--- src/rtl/line_clear_controller.sv ---
// Post-lock line clear sequencer: scans the captured board bottom to top, removes
// full rows by shifting everything above them down, writes the result back and scores it.
module line_clear_controller #(
  parameter int ROWS    = 23,
  parameter int COLS    = 10,
  parameter int SCORE_W = 20
) (
  input  logic                   clk_50,
  input  logic                   reset,
  input  logic                   start,
  input  logic [ROWS*COLS-1:0]   board_in,
  input  logic                   clear_score,
  output logic                   busy,
  output logic [ROWS*COLS-1:0]   board_out,
  output logic                   board_we,
  output logic                   done,
  output logic [4:0]             lines_cleared,
  output logic [SCORE_W-1:0]     score,
  output logic [15:0]            total_lines
);

  localparam int ROW_W = $clog2(ROWS);

  typedef enum logic [2:0] {IDLE, CHECK, SHIFT, WRITE, DONE} state_t;

  state_t               state, next_state;
  logic [ROWS*COLS-1:0] brd;
  logic [ROW_W-1:0]     row_ptr;
  logic [4:0]           cnt;
  logic                 row_full;
  logic [SCORE_W-1:0]   pts;
  logic [SCORE_W:0]     score_sum;
  logic [16:0]          lines_sum;

  assign row_full  = &brd[int'(row_ptr)*COLS +: COLS];
  assign busy      = (state != IDLE);
  assign board_we  = (state == WRITE);
  assign done      = (state == DONE);
  assign score_sum = {1'b0, score} + {1'b0, pts};
  assign lines_sum = {1'b0, total_lines} + 17'(cnt);

  always_ff @(posedge clk_50) begin
    if (reset) state <= IDLE;
    else       state <= next_state;
  end

  always_comb begin
    next_state = state;
    case (state)
      IDLE:    if (start) next_state = CHECK;
      CHECK: begin
        if (row_full)          next_state = SHIFT;
        else if (row_ptr == 0) next_state = WRITE;
      end
      SHIFT:   next_state = CHECK;
      WRITE:   next_state = DONE;
      DONE:    next_state = IDLE;
      default: next_state = IDLE;
    endcase
  end

  always_comb begin
    pts = '0;
    case (cnt)
      5'd0:    pts = '0;
      5'd1:    pts = SCORE_W'(40);
      5'd2:    pts = SCORE_W'(100);
      5'd3:    pts = SCORE_W'(300);
      default: pts = SCORE_W'(1200);
    endcase
  end

  // board_out and lines_cleared are latched on the way into WRITE so they are valid with the strobe
  always_ff @(posedge clk_50) begin
    if (reset) begin
      brd           <= '0;
      row_ptr       <= ROW_W'(ROWS-1);
      cnt           <= '0;
      board_out     <= '0;
      lines_cleared <= '0;
    end else begin
      case (state)
        IDLE: begin
          if (start) begin
            brd     <= board_in;
            row_ptr <= ROW_W'(ROWS-1);
            cnt     <= '0;
          end
        end
        CHECK: begin
          if (!row_full) begin
            if (row_ptr != 0) begin
              row_ptr <= row_ptr - 1'b1;
            end else begin
              board_out     <= brd;
              lines_cleared <= cnt;
            end
          end
        end
        SHIFT: begin
          for (int k = 1; k < ROWS; k++) begin
            if (k <= int'(row_ptr)) brd[k*COLS +: COLS] <= brd[(k-1)*COLS +: COLS];
          end
          brd[0 +: COLS] <= '0;
          cnt            <= cnt + 1'b1;
        end
        default: ;
      endcase
    end
  end

  always_ff @(posedge clk_50) begin
    if (reset || clear_score) begin
      score       <= '0;
      total_lines <= '0;
    end else if (state == DONE) begin
      score       <= score_sum[SCORE_W] ? '1 : score_sum[SCORE_W-1:0];
      total_lines <= lines_sum[16] ? 16'hFFFF : lines_sum[15:0];
    end
  end

endmodule

--- config.mk ---
export PLATFORM = sky130hd
export DESIGN_NAME = line_clear_controller
export DESIGN_NICKNAME = d
export VERILOG_FILES = /design/src/rtl/line_clear_controller.sv
export SDC_FILE = /design/constraint.sdc
export NUM_CORES = 1
export LEC_CHECK = 0
export ABC_AREA = 1
export CAP_MARGIN = 40
export CORE_MARGIN = 2
export CORE_UTILIZATION = 30
export DETAILED_ROUTE_END_ITERATION = 10
export DONT_BUFFER_PORTS = 1
export GPL_ROUTABILITY_DRIVEN = 0
export GPL_TIMING_DRIVEN = 0
export SYNTH_ARGS = -nofsm -noshare
export SYNTH_HDL_FRONTEND = slang
export SYNTH_SLANG_ARGS = --single-unit
export TNS_END_PERCENT = 1
--- constraint.sdc ---
create_clock -name clk_50 -period 3.8 [get_ports clk_50]
set_input_delay 0.76 -clock clk_50 [delete_from_list [all_inputs] [get_ports clk_50]]
set_output_delay 0.76 -clock clk_50 [all_outputs]
set_load 0.02 [all_outputs]
==> metrics.cfg <==
[critical_path]
arrival_ps = 3990
end_kind = flop
cp.required_ps = 4290
path_class = reg2reg
cp_max_fo = 10
start_kind = flop

[timing]
maxSlewViolCount = 0
setup_viol = 0
fmax_mhz = 285.6
hold_violations = 0
setup_tns_ps = 0
rsz0062_at_grt = no
worstMarginPinSlew_ps = 843.7
clock-skew-final_ps = 41.07
post-route-period-util_pct = 92.14
slew_headroom_pct = 43.75
period_needed_ps = 3501

[logic_synthesis]
yosysTopAreaCell = dfxtp_1
synthCells = 3868
yosysWarnings = 0
synth_area_leaders = dfxtp_1, nand2_1, nor2_1, inv_1, a31oi_1
syn_nets = 4126
synth_async_sr_flop_share_pct = 0
syn_area_sq_um = 24890
synth-seq-area-share_pct = 41.25
synth_top_flop_cell = dfxtp_1
synth.avg_cell_area_sq_um = 6.436
ys_ff_latch = 513
yosys.area.top_type_share_pct = 41.25
ys_types = 40
synth-edff-count = 0

[finish]
fin_util_pct = 34.74
final_nets = 4199
drive_gt1_share_pct = 5.667
area_growth_pct = 14.58

[power]
clockPowerShare_pct = 44.5
combPwrFrac_pct = 11.6
p_leak_nw = 13.74
finalPower_mw = 14.04
p_int_mw = 9.859
p_sw_share_pct = 29.76
seqPwrFrac_pct = 43.9
powerDensity_nw_per_um2 = 492.1
power.switching_mw = 4.178
worst_ir_drop_vdd_mv = 0.3033

[grt]
grt_pass1_vias = 24350
antenna_found_initial = 19
grt_pass1_wl_mm = 161.2
grt_max_degree = 16
grtUsageTotal_pct = 25.17
grt_overflow = 0

[detailed_routing]
num_vias = 25350
drtAntennaViolNets = 0
drc_errors = 0
post_drt_wl_per_cell_um = 21.94
first_iter_violations = 2360
avgViaCountPerCell = 5.002
firstDrtPassIters = 6
drt-total-wl_mm = 111.2

[placement]
hpwl_mm = 86.43
portBuffers = 0

[clocking]
cts-resized-gates = 0
clk_latency_ps = 640
postCtsSetupRepairBufs = 0
clock-sinks = 513
cts_hold_buf = 0
clk_pin_slew_ps = 70
h-tree-depth = 2
clock_path_buffers = 3
tritoncts = done
root_buffer = clkbuf_16
cts_buffers = 59

[die]
core_area_sq_um = 82110
fp.dieH_um = 292.1
start_util_pct = 30.32
boundaryPins = 508
rows = 105
die_w_um = 292.1
dieArea_sq_um = 85300

[job]
cap_violations = 0

[status]
status = finished clean

[worst_hold_path]
hold_class = in2reg

## through the flow
| stage | hold WS, ps | instance area, sq um | setup slack, ps | std cells |
|---|---|---|---|---|
| floorplan | 467.6 | 24890 | 1066 | 3868 |
| global route | 159.7 | 28520 | 58.05 | 5066 |
| global placement | 489.4 | 26230 | 168.1 | 4938 |
| detailed placement | 493.3 | 26380 | 133.6 | 4950 |
| CTS | 149.8 | 28480 | 79.77 | 5058 |
| finish | 195.5 | 28520 | 298.8 | 5067 |
## layer usage
metal  share of wire [%]  track usage (%)
met1                  41            31.23
met2                  46            41.87
met3                 9.4            7.170
met4                 3.3            8.185
met5                0.12                0
## cell families after synthesis
family / synth area share (%)
compound gates: 13.43
xor+xnor: 0.6333
fa+ha+maj: 1.267
buf+inv: 11.64
flops: 41.25
mux: 0.04021
simple gates: 31.74
## power by group through the flow
stage	clock network [mW]	logic, mW	registers (mW)
floorplan	0	1.04	5.98
global placement	0	1.56	6.27
detailed placement	0	1.60	6.27
CTS	6.33	1.61	6.15
global route	6.52	1.80	6.18
finish	6.24	1.63	6.16
## cells in the final DEF, fill, tap and decap left out, drive strengths merged, types with 2 or more instances in the layout
cell	instances
o211ai	22
nand3	125
or2	10
nor3	13
a31oi	236
bufinv	9
dfxtp	513
nand3b	5
o21ai	262
o21bai	4
xor2	9
clkinvlp	3
buf	109
inv	457
a21oi	47
a211oi	6
clkbuf	229
ha	22
nor2	531
nand2	1323
nor4	2
nand4	15
fa	2
diode	9
xnor2	9
o31ai	2
clkinv	13
o221ai	2
## final cells by class
type / instances / area (sq um)
Multi-Input combinational cell: 2655 / 11740
Buffer: 246 / 1199
Antenna cell: 9 / 22.52
Tap cell: 1070 / 1339
Clock inverter: 28 / 420.4
Timing Repair Buffer: 12 / 145.1
Fill cell: 8966 / 53590
Sequential cell: 513 / 10270
Clock buffer: 80 / 1687
Inverter: 454 / 1704
## worst max-delay path: stages, from the launching register on
cell      delay, ps
dfxtp_1         370
buf_4           210
buf_2           380
buf_2           400
o211ai_1        170
nand2_1          90
o21ai_1         120
nand3_1         140
nand2_1          50
nor2_1          240
nand2_1         150
nand3_1         110
buf_2           360
buf_2           330
nand2_1          80
nand2_1          60
nor2_1           40
## cells in the mapped netlist (4+ instances only)
| cell | count |
|---|---|
| nand3_1 | 125 |
| buf_2 | 44 |
| o211ai_1 | 22 |
| dfxtp_1 | 513 |
| o21bai_1 | 4 |
| nor2_4 | 4 |
| nand2_1 | 1322 |
| buf_1 | 11 |
| a211oi_1 | 6 |
| a21oi_1 | 47 |
| or2_2 | 10 |
| xor2_1 | 9 |
| a31oi_1 | 236 |
| ha_1 | 22 |
| nor3_1 | 13 |
| inv_1 | 447 |
| o21ai_0 | 255 |
| nor2_1 | 525 |
| inv_2 | 7 |
| nand3b_1 | 5 |
| clkbuf_1 | 147 |
| buf_6 | 13 |
| nand4_1 | 15 |
| o21ai_1 | 7 |
| xnor2_1 | 9 |
| buf_4 | 31 |
## state kept, by name (all words and copies together) (netlist names)
signal and flops:
lines_cleared 5, cnt 5, state 3, row_ptr 5
total_lines 16, score 19, brd 230, board_out 230
## path summary, 6_finish.rpt
check | startpoint | end | slack [ps] | cells after the start
max | row_ptr[0] | board_out[50] | 300 | 16
min | reset | cnt[4] | 200 | 1
max reg2reg | row_ptr[0] | board_out[50] | 300 | 16
min reg2reg | state[2] | state[2] | 500 | 1
Power figures use the tool's default switching activity.
